### src/rtl/pe_config_pkg.sv
// pe_config_pkg: shared widths, sequencer state encoding and the buffered config word type.
// READ/CHECK states exist only when PE_CONFIG_READBACK_EN is defined.
package pe_config_pkg;
  localparam int CFG_ADDR_W = 32;
  localparam int CFG_DATA_W = 32;
  localparam int WORD_COUNT_W = 16;
  typedef enum logic [2:0] {
    IDLE, TRST, WAIT, WRITE, SETTLE, DONE
`ifdef PE_CONFIG_READBACK_EN
    , READ, CHECK
`endif
  } cfg_seq_state_t;
  typedef struct packed {
    logic [CFG_ADDR_W-1:0] addr;
    logic [CFG_DATA_W-1:0] data;
    logic                  last;
  } cfg_word_t;
endpackage

### src/rtl/pe_config_fifo.sv
// pe_config_fifo: DEPTH-entry synchronous FIFO of config words; extra-MSB pointers give full/empty/count.
module pe_config_fifo
  import pe_config_pkg::*;
#(
  parameter int DEPTH = 4
) (
  input  logic                   clk,
  input  logic                   rst_n,
  input  logic                   push,
  input  logic                   pop,
  input  cfg_word_t              wr_word,
  output cfg_word_t              rd_word,
  output logic                   full,
  output logic                   empty,
  output logic [$clog2(DEPTH):0] count
);
  localparam int AW = $clog2(DEPTH);
  cfg_word_t mem [DEPTH];
  logic [AW:0] wptr, rptr;
  assign count = wptr - rptr;
  assign empty = wptr == rptr;
  assign full = count == DEPTH[AW:0];
  assign rd_word = mem[rptr[AW-1:0]];
  always_ff @(posedge clk or negedge rst_n) begin
    if (!rst_n) begin
      wptr <= '0;
      rptr <= '0;
    end else begin
      if (push && !full) wptr <= wptr + 1'b1;
      if (pop && !empty) rptr <= rptr + 1'b1;
    end
  end
  always_ff @(posedge clk) begin
    if (push && !full) mem[wptr[AW-1:0]] <= wr_word;
  end
endmodule

### src/rtl/pe_config_sequencer.sv
// pe_config_sequencer: pulses tile reset, then replays buffered (addr,data) words onto the tile config bus.
// PE_CONFIG_READBACK_EN adds a read-back of every written word that flags mismatches in error.
module pe_config_sequencer
  import pe_config_pkg::*;
#(
  parameter int DEPTH = 4,
  parameter int SETTLE_CYCLES = 1,
  parameter int TILE_RST_CYCLES = 3
) (
  input  logic                    clk_in,
  input  logic                    reset,
  input  logic                    start,
  input  logic                    cfg_valid,
  output logic                    cfg_ready,
  input  logic [CFG_ADDR_W-1:0]   cfg_addr,
  input  logic [CFG_DATA_W-1:0]   cfg_data,
  input  logic                    cfg_last,
  output logic                    tile_reset,
  output logic [CFG_ADDR_W-1:0]   config_addr,
  output logic [CFG_DATA_W-1:0]   config_data,
  output logic                    config_write,
  output logic                    config_read,
  input  logic [CFG_DATA_W-1:0]   read_data,
  output logic                    busy,
  output logic                    done,
  output logic                    error,
  output logic [WORD_COUNT_W-1:0] word_count
);
  localparam int AW = $clog2(DEPTH);
  cfg_seq_state_t state;
  cfg_word_t wr_word, rd_word;
  logic full, empty, push, pop, go, last_seen, last_next, cur_last;
  logic [AW:0] count, cnt_next;
  logic [15:0] tmr;
  assign wr_word = '{addr: cfg_addr, data: cfg_data, last: cfg_last};
  assign push = cfg_valid && cfg_ready && !full;
  assign pop = state == WAIT && !empty;
  assign go = start && (state == IDLE || state == DONE);
  assign cnt_next = count + {{AW{1'b0}}, push} - {{AW{1'b0}}, pop};
  assign last_next = last_seen || (push && cfg_last);
  pe_config_fifo #(.DEPTH(DEPTH)) fifo (
    .clk(clk_in), .rst_n(reset), .push(push), .pop(pop), .wr_word(wr_word),
    .rd_word(rd_word), .full(full), .empty(empty), .count(count)
  );
`ifndef PE_CONFIG_READBACK_EN
  logic unused_read;
  assign unused_read = ^read_data;
  assign config_read = 1'b0;
`endif
  // cfg_ready is registered, so it is computed from the FIFO occupancy after this edge
  always_ff @(posedge clk_in or negedge reset) begin
    if (!reset) begin
      state <= IDLE;
      tmr <= '0;
      last_seen <= 1'b0;
      cur_last <= 1'b0;
      cfg_ready <= 1'b0;
      tile_reset <= 1'b0;
      config_addr <= '0;
      config_data <= '0;
      config_write <= 1'b0;
      busy <= 1'b0;
      done <= 1'b0;
      error <= 1'b0;
      word_count <= '0;
`ifdef PE_CONFIG_READBACK_EN
      config_read <= 1'b0;
`endif
    end else begin
      config_write <= 1'b0;
`ifdef PE_CONFIG_READBACK_EN
      config_read <= 1'b0;
`endif
      last_seen <= !go && last_next;
      cfg_ready <= go || (busy && cnt_next != DEPTH[AW:0] && !last_next);
      case (state)
        IDLE, DONE: if (go) begin
          state <= TRST;
          tmr <= 16'(TILE_RST_CYCLES - 1);
          tile_reset <= 1'b1;
          busy <= 1'b1;
          done <= 1'b0;
          error <= 1'b0;
          word_count <= '0;
        end
        TRST: if (tmr == '0) begin
          state <= WAIT;
          tile_reset <= 1'b0;
        end else tmr <= tmr - 16'd1;
        WAIT: if (!empty) begin
          state <= WRITE;
          config_write <= 1'b1;
          config_addr <= rd_word.addr;
          config_data <= rd_word.data;
          cur_last <= rd_word.last;
          if (word_count != '1) word_count <= word_count + 16'd1;
        end
`ifdef PE_CONFIG_READBACK_EN
        WRITE: begin
          state <= READ;
          config_read <= 1'b1;
        end
        READ: state <= CHECK;
        CHECK: begin
          if (read_data != config_data) error <= 1'b1;
`else
        WRITE: begin
`endif
          if (SETTLE_CYCLES > 0) begin
            state <= SETTLE;
            tmr <= 16'(SETTLE_CYCLES - 1);
          end else if (cur_last) begin
            state <= DONE;
            busy <= 1'b0;
            done <= 1'b1;
          end else state <= WAIT;
        end
        SETTLE: if (tmr != '0) tmr <= tmr - 16'd1;
          else if (cur_last) begin
            state <= DONE;
            busy <= 1'b0;
            done <= 1'b1;
          end else state <= WAIT;
        default: state <= IDLE;
      endcase
    end
  end
endmodule

### config.mk
export PLATFORM = sky130hd
export DESIGN_NAME = pe_config_sequencer
export DESIGN_NICKNAME = d
export VERILOG_FILES = /design/src/rtl/pe_config_pkg.sv /design/src/rtl/pe_config_fifo.sv /design/src/rtl/pe_config_sequencer.sv
export SDC_FILE = /design/constraint.sdc
export NUM_CORES = 1
export LEC_CHECK = 0
export BUFFER_PORTS_ARGS = -buffer_cell sky130_fd_sc_hd__buf_4
export CAP_MARGIN = 20
export CORE_UTILIZATION = 38
export DETAILED_ROUTE_END_ITERATION = 7
export SKIP_LAST_GASP = 1
export SLEW_MARGIN = 20
export SYNTH_ARGS = -nofsm -noshare
export SYNTH_HDL_FRONTEND = slang
export SYNTH_HIERARCHICAL = 1
export SYNTH_SLANG_ARGS = --single-unit
### constraint.sdc
create_clock -name clk_in -period 8.45 [get_ports clk_in]
set_input_delay 0.845 -clock clk_in [delete_from_list [all_inputs] [get_ports clk_in]]
set_output_delay 0.845 -clock clk_in [all_outputs]
set_load 0.01 [all_outputs]
* Yosys cells after proc, flatten, opt, wreduce, memory -nomap -nowiden
Memory sizes are Yosys's and may differ from the RTL's. A register that Yosys moved wholly into a read port is not among the register bits.
Index checks and enable logic that the tools add are counted.
** Operators by class
- Mux-type cells :: 28
- Reduce and logical (&&, ||, !) cells :: 32
- Divide/modulo/power cells :: 0
- Shift-type cells :: 0
- Bitwise logic cells :: 1
- Equality and inequality tests :: 17
- Multiply operators :: 0
- $add $sub $neg :: 7
- Order comparisons :: 0
** Operators by type and width (count)
- $mux 16 :: 6
- $pmux 16 s4 :: 1
- $pmux 16 s2 :: 1
- $add 16x1->16 const B :: 1
- $logic_not 16->1 :: 1
- $ne 16x16->1 const B :: 1
- $reduce_and 4->1 :: 4
- $reduce_bool 16->1 :: 1
- $sub 16x1->16 const B :: 1
- $mux 3 :: 5
- $pmux 3 s5 :: 1
- $ne 2x2->1 const B :: 7
- $mux 1 :: 11
- $logic_and 1x1->1 :: 10
- $eq 3x3->1 const B :: 3
- $add 3x1->3 const B :: 2
- $eq 3x2->1 const B :: 2
- $pmux 1 s2 :: 3
- $reduce_bool 2->1 :: 3
- $logic_not 1->1 :: 5
- $reduce_bool 4->1 :: 1
- $add 3x1->3 :: 1
- $eq 3x1->1 const B :: 1
- $eq 3x3->1 :: 1
- other kinds (10) :: 12
** Word-level totals
- Bits in latches :: 0
- Register bits after elaboration :: 47
- Logic and storage cells :: 97
- Output and inout bits :: 87
- Memory bits (writable) :: 260
- Input bits :: 101
- Memories kept :: 1
- ROM bits :: 0
** Memory list
- fifo.mem :: words 4, bits a word 65, rd ports 1, clocked after memory_dff 1, wr ports 1, RTL line pe_config_fifo.sv:18 : cfg_word_t mem [DEPTH];

* Depth between registers and ports, before layout
Gate-level depths: netlist of run 1.
- Word-level depth :: 10
- Gate-level depth with buffers :: 16
- Depth with buffers taken out :: 13

* Hierarchy
The synthesis of run 1 kept the hierarchy.
** Modules (own cells, without submodules)
- pe_config_fifo :: instances 1, cells each 383, area each 9825.7 um^2
- pe_config_sequencer :: instances 1, cells each 401, area each 4730.8 um^2

* Least setup slack after synthesis of run 1
OpenSTA, ideal clock, no wires.
- Path type :: register to register
- Start :: register fifo.rptr[1]
- End :: memory fifo/mem[1][0] in the netlist's numbering (enable)
- Cell stages (with the launch flop) :: 10
- Clock period less this slack :: 4306 ps
- Arrival time :: 3876 ps
- Path buffers :: 2
- Slack :: 4144 ps
- Required time :: 8020 ps
- Cells stage by stage :: dfrtp_1 > buf_2 > buf_2 > inv_1 > fa_1 > xnor3_2 > and2_2 > nor2_1 > a21boi_4 > and2_1
** On the way
- Cells in the longest elaborated chain, start to end :: 7
** Ends and longest elaborated chain
- from (decl) :: RTL line pe_config_fifo.sv:19 : logic [AW:0] wptr, rptr;
- from (signal assigned) :: RTL line pe_config_fifo.sv:30 : if (pop && !empty) rptr <= rptr + 1'b1;
- $sub 3x3->3 :: RTL line pe_config_fifo.sv:20 : assign count = wptr - rptr;
- via count[2] :: RTL line pe_config_sequencer.sv:33 : logic [AW:0] count, cnt_next;
- $eq 3x3->1 :: RTL line pe_config_fifo.sv:22 : assign full = count == DEPTH[AW:0];
- via full :: RTL line pe_config_sequencer.sv:32 : logic full, empty, push, pop, go, last_seen, last_next, cur_last;
- $logic_not 1->1 :: RTL line pe_config_sequencer.sv:36 : assign push = cfg_valid && cfg_ready && !full;
- $logic_and 1x1->1 :: RTL line pe_config_sequencer.sv:36
- via push :: RTL line pe_config_sequencer.sv:32
- $logic_and 1x1->1 :: RTL line pe_config_fifo.sv:34 : if (push && !full) mem[wptr[AW-1:0]] <= wr_word;
- $mux 1 :: RTL line pe_config_fifo.sv:34
- $mux 1 (not written as such) :: RTL line pe_config_fifo.sv:34
- to (decl) :: RTL line pe_config_fifo.sv:18
The timed path passes the listed nets, and every way through them passes these cells.

* Final worst setup path of run 1
- Start :: register fifo.rptr[0]
- End :: memory fifo/mem[2][59] in the netlist's numbering (enable)
The elaborated chain is that of the path after synthesis.

==> results.md, run 1 <==
* Status: finished, final reports clean
* Final nets at 1070
* Port bufs at 153
* Worst setup startpoint: fifo/rptr[0]
* Tmin final at 4330 ps
* Vias/cell at 5.02
* Area Growth Syn to Fin at 21.3%
* Resize count post-CTS at 0
* Post-synth ARST share at 30.1%
* Pwr per Cell Area at 296 nW/um2
* Clock latency on the worst-skew pair at 570 ps
* Drt total wl at 29400 um
* Kind of path behind the tightest hold check: primary input to async pin
* Multi-input gate area at 3720 um2
* Sequential element share of the synthesized area at 72.9%
* CP max-delay cell: dfrtp_4
* Distinct cells, synth at 57
* Synth area leader: edfxtp_1
* CP max FO at 46
* Routability cong. at 0.792
* Syn Inst Count at 784
* Crit Path Class: flop to flop
* CP endpoint kind: flop
* GRT overflow at 0
* Final Max Tran Viols at 0
* Rows at 71
* CP Launch Type: flop
* # IOs at 188
* Initial Utilization at 38.6%
* CP Cell Sequence: ha_1 -> inv_1 -> fa_1 -> xnor3_2 -> and2_2 -> nor2_1 -> a21boi_4 -> and2_4 -> buf_4
* Core area at 37700 um2
* Max-cap viol count at 0
* Slew HR at 42.4%
* Worst hold slack at 265 ps
* Critical Path Max Stage Delay at 880 ps
* Mapped cell area at 14600 um2
* Worst-case clock buffer depth at 3
* Synth Warn # at 6
* Final period utilization at 51.3%
* Fill cell total of the finished layout at 3308
* Initial antenna violation count at 0
* VDD IR max at 0.165 mV
* Critical Path AT at 4520 ps
* Iter 0 DRT Violations at 339
* Share of layout cells above drive strength 1 at 37.4%
* Die Height at 198 um
* Maximum clock frequency at 0.231 GHz
* DRC Markers at 0
* TritonCTS clock tree: yes
* Setup Fix Bufs, Post-CTS at 0
* Final Hold Viols at 0
* Synth Area per Inst at 18.6 um2
* DP HPWL at 16900 um
* Unrepaired setup endpoints after global routing: false
* Die area at 39100 um2
* Global-route wire length before repair at 46300 um
* Total negative slack at 0 ps
* Largest net degree at the start of global routing at 61
* CP top delay family: simple AND/OR/NAND/NOR gates
* Tot GR Track Use at 15.7%
* Worst-path clk slew at 60 ps
* Hold_buf cts at 0
* Top cell type's share of synthesized area at 53.6%
* FF-to-FF Start: fifo/rptr[0]
* Register Area at 10600 um2
* CTS Buf Count at 42
* Synth area leaders: edfxtp_1 54%, dfrtp_1 19%, mux4_2 10%
* DR vias at 7540
* Num Clock Sinks at 372
* Vias in the first global route at 7959
* Number of flops mapped to enable cells by yosys at 260
* # diodes at 0
* Final setup fails at 0
* Worst-Margin Slew at 864 ps
* Post-DRT Antenna Nets at 0
* Worst Clk Skew at 19.0 ps
* 1st-pass router iterations at 4
* H-Tree Depth at 2
* Die W at 198 um
* Post-synth top flop: edfxtp_1
* Register bit total from synthesis at 372
* Worst Path Buf+Inv at 2
* Clk root buf: clkbuf_16
* CP required at 8640 ps
* Leak pwr at 6.57 nW
* WL per Instance at 19.6 um
-- synthesized netlist by cell type (6+ instances only) --
cell type  count
edfxtp_1     260
mux2_2        66
a21oi_1       24
nor3_1         7
mux4_2        65
o21ai_0       25
or3_1         22
clkbuf_1      10
nand4_1        7
dfrtp_1      112
nand2_1       21
xnor2_1       11
ha_1          11
buf_2         17
or4_1          6
nand3_1       11
buf_4          8
inv_1         15
nor2_1        21
-- sequential cells by signal (all words and copies together) (netlist names) --
register,flops
config_addr,32
word_count,16
cfg_ready,1
cur_last,1
last_seen,1
state,3
done,1
tmr,16
config_write,1
fifo/rptr,3
tile_reset,1
fifo/mem,260
busy,1
config_data,32
fifo/wptr,3
-- cell families after synthesis --
group,count (synthesis),share of synthesized area (%)
adders and majority gates,13,1.22
and+or+nand+nor,125,4.74
muxes,131,15.2
xor gates and xnor gates,15,1.01
AOI/OAI and AO/OA,77,3.31
buffers and inverters,50,1.64
other,1,0.0258
DFF,372,72.9
-- metal layers --
layer  wire length, um  GRT usage (%)  up-vias  part of all wire (%)
li1                  -              -     3440                     -
met1             12800           20.4     3883                    43
met2             14100           25.1      172                    48
met3              1970           4.72       45                   6.7
met4               580           5.60        0                   2.0
met5                 0              0        -                     0
-- final cells by class --
| class | instances | area share (%) |
|---|---|---|
| clock buffers | 58 | 6.64 |
| clock inverters | 20 | 1.28 |
| inverters | 15 | 0.319 |
| multi-input cells | 363 | 21.1 |
| flip-flops and latches | 372 | 60.1 |
| well taps | 511 | 3.62 |
| repair buffers | 162 | 6.91 |
-- stage by stage --
stage / setup WS (ps) / util [%] / instance area, um2 / power [mW] / std cells
after global routing: 3840 / 46.9 / 17700 / 5.49 / 1501
after floorplan: 4140 / - / 14600 / 3.09 / 785
final: 4120 / 46.9 / 17700 / 5.22 / 1501
after CTS: 3990 / 46.9 / 17600 / 5.31 / 1500
after global placement: 3980 / 43.1 / 16200 / 3.44 / 1422
after detailed placement: 4010 / 43.1 / 16200 / 3.46 / 1422
-- report_power, final --
group	leakage (nW)	switching, mW	total [mW]	internal (mW)
Clock	0.675	0.724	1.82	1.10
Combinational	2.04	0.524	0.976	0.452
Sequential	3.86	0.155	2.42	2.27
-- path summary, 6_finish.rpt --
path | endpoint | slack, ps | depth (start not counted)
max | fifo/mem[2][59] | 4120 | 9
min in group clk_in | fifo/mem[0][49] | 480 | 1
min reg2reg | config_data[1] | 510 | 1
max in group asynchronous | fifo/rptr[1] | 6820 | 2
min | word_count[7] | 270 | 1
max reg2reg | fifo/mem[2][59] | 4120 | 9
-- layout by cell type (no fill, tap or decap), types with 4 or more instances in the layout --
cell / count
mux2_2: 66
nand4_1: 7
or3_1: 22
nand3_1: 11
buf_4: 161
xnor2_1: 11
clkbuf_8: 4
nor2_1: 21
and2_4: 4
clkinv_1: 8
a21oi_1: 24
nor3_1: 7
or4_1: 6
nor2b_1: 5
inv_1: 15
edfxtp_1: 260
clkbuf_1: 11
clkbuf_16: 43
bufinv_16: 4
ha_1: 11
o21ai_0: 25
nand2b_1: 4
dfrtp_1: 110
mux4_2: 65
nand2_1: 21
(Power assumes the default switching activity.)
==> run 2, diff against run 1 <==
==> constraint.sdc (replaced) <==
create_clock -name clk_in -period 4.5 [get_ports clk_in]
set_input_delay 0.45 -clock clk_in [delete_from_list [all_inputs] [get_ports clk_in]]
set_output_delay 0.45 -clock clk_in [all_outputs]
set_load 0.01 [all_outputs]
==> run 2 against run 1 <==
  * The run now ends with hold timing left
  * Via count is 0.38% higher
  * Worst hold slack worse by 310 ps
  * Routed wire length decreased by 0.95%
  * Critical path depth up 1
==> results.md, run 2 (same netlist as run 1, synthesis figures left out) <==
* Status: finished with violations
* Failing checks: hold timing
* Tmin final at 3550 ps (-784 ps)
* Max-cap viol count at 0 (unchanged)
* Fill cell total of the finished layout at 3222 (-2.6%)
* CP endpoint kind: flop
* CP max FO at 32 (-30%)
* Total negative slack at 0 ps (unchanged)
* Worst Path Buf+Inv at 3 (+1)
* H-Tree Depth at 2 (unchanged)
* Unrepaired setup endpoints after global routing: false
* DR vias at 7569 (+0.38%)
* Comb pwr share at 19.7% (+1.0 points)
* DRC Markers at 0 (unchanged)
* Worst-case clock buffer depth at 3 (unchanged)
* CP required at 4730 ps (-3910 ps)
* DP HPWL at 17300 um (+2.1%)
* Largest net degree at the start of global routing at 88 (+44%)
* Initial Utilization at 38.6% (unchanged)
* Post-DRT Antenna Nets at 0 (unchanged)
* Reg power frac at 45.6% (-0.8 points)
* Power, Total at 9.84 mW (+88%)
* Die W at 198 um (unchanged)
* Rows at 71 (unchanged)
* CTS Buf Count at 41 (-2.4%)
* Final Hold Viols at 12 (+12)
* Vias/cell at 5.03 (+0.18%)
* Pwr per Cell Area at 555 nW/um2 (+88%)
* CP top delay family: simple AND/OR/NAND/NOR gates
* Worst hold slack at -40.4 ps (-306 ps)
* Drt total wl at 29100 um (-0.95%)
* Routability cong. at 0.803 (+1.4%)
* Internal at 7.22 mW (+89%)
* Max reg flops at 260 (unchanged)
* Most frequent cells in the layout: 260 x edfxtp_1, 163 x buf_4, 110 x dfrtp_1
* Most frequent CP cell: inv_1
* CP Cell Sequence: inv_1 -> ha_1 -> inv_1 -> fa_1 -> xnor3_2 -> and2_2 -> nor2_1 -> a21boi_4 -> and2_4 -> buf_4
* Stages on the worst setup path at 10 (+1)
* Slew HR at 35.3% (-7.0 points)
* 1st-pass router iterations at 5 (+1)
* Hold_buf cts at 0 (unchanged)
* Global-route wire length before repair at 45500 um (-1.7%)
* Most common cell after layout, fill and taps aside: edfxtp_1
* # IOs at 188 (unchanged)
* Iter 0 DRT Violations at 306 (-9.7%)
* Vias in the first global route at 7955 (-0.050%)
* Num Clock Sinks at 372 (unchanged)
* Tot GR Track Use at 15.4% (-0.34 points)
* Sw Pwr at 2.62 mW (+87%)
* CP Launch Type: flop
* Clock latency on the worst-skew pair at 550 ps (-20 ps)
* Final period utilization at 78.8% (+28 points)
* Clk pwr share at 34.7% (-0.2 points)
* Leak pwr at 6.62 nW (+0.75%)
* Fin util at 47.1% (+0.22 points)
* Maximum clock frequency at 0.282 GHz (+22%)
* Resize count post-CTS at 0 (unchanged)
* Worst Clk Skew at 23.8 ps (+4.82 ps)
* Final setup fails at 0 (unchanged)
* Core area at 37700 um2 (unchanged)
* Worst-Margin Slew at 970 ps (+106 ps)
* Worst r2r path cells at 10 (+1)
* GRT overflow at 0 (unchanged)
* Die Height at 198 um (unchanged)
* R2R Setup Slk at 950 ps (-3170 ps)
* Final Max Tran Viols at 0 (unchanged)
* # diodes at 0 (unchanged)
* Switch share at 26.6% (-0.22 points)
* Critical Path AT at 3780 ps (-740 ps)
* Setup Fix Bufs, Post-CTS at 0 (unchanged)
* Port bufs at 153 (unchanged)
* Area Growth Syn to Fin at 21.8%
* FF-to-FF Start: fifo/wptr[0]
* Initial antenna violation count at 0 (unchanged)
* Kind of path behind the tightest hold check: primary input to async pin
* Critical Path Max Stage Delay at 540 ps (-340 ps)
* Crit Path Class: flop to flop
* Critical R2R Capture: fifo/mem[1][14]
* Share of layout cells above drive strength 1 at 38.3% (+0.89 points)
* VDD IR max at 0.326 mV (+98%)
* Final nets at 1075 (+0.47%)
* Clk root buf: clkbuf_16
* Worst-path clk slew at 60 ps (about the same)
* CP max-delay cell: and2_4
* Die area at 39100 um2 (unchanged)
* WL per Instance at 19.3 um (-1.2%)
* TritonCTS clock tree: yes
-- run 2: changes by cell type in the layout (fill, tap and decap cells not counted), sizes merged --
cell      previous run  this run
inv                 16        19
buf                162       168
clkbuf              58        51
clkinvlp             1         0
bufinv               4         6
-- run 2: through the flow --
step                setup slack (ps)  instance area (um2)  cells
floorplan                        194                14600    785
global placement                1000                16400   1429
detailed placement               911                16400   1429
CTS                              899                17700   1504
global route                     698                17700   1504
finish                           953                17700   1504
-- run 2: power by group through the flow --
stage                     clock [mW]  sequential [mW]  combinational, mW
after floorplan                    0             4.55               1.26
after global placement             0             4.54               1.96
after detailed placement           0             4.56               1.98
after CTS                       3.51             4.49               1.98
after global routing            3.63             4.55               2.16
final                           3.42             4.49               1.94
-- run 2: layout make-up --
cell class | instances | area, um2 | share of cell area, %
clock buffer | 51 | 1090 | 6.17
clock inverter | 24 | 285 | 1.61
inverter | 15 | 56.3 | 0.317
multi-input combinational | 363 | 3730 | 21.0
sequential | 372 | 10600 | 59.9
tap | 511 | 639 | 3.60
timing repair buffer | 168 | 1320 | 7.41
-- run 2: worst max path at each step --
stage / from / slack [ps] / endpoint
global placement: fifo/wptr[0] / 1000 / fifo/mem[3][6]
global route: fifo/wptr[0] / 700 / fifo/mem[0][13]
detailed placement: fifo/wptr[0] / 910 / fifo/mem[3][5]
finish: fifo/wptr[0] / 950 / fifo/mem[1][14]
floorplan: fifo/rptr[1] / 190 / fifo/mem[1][0]
CTS: fifo/wptr[0] / 900 / fifo/mem[0][13]
-- run 2: routing by layer --
layer / part of all wire (%) / track usage, %
met1: 43 / 19.2
met2: 49 / 25.5
met4: 1.9 / 5.43
met5: 0 / 0
met3: 6.6 / 4.62
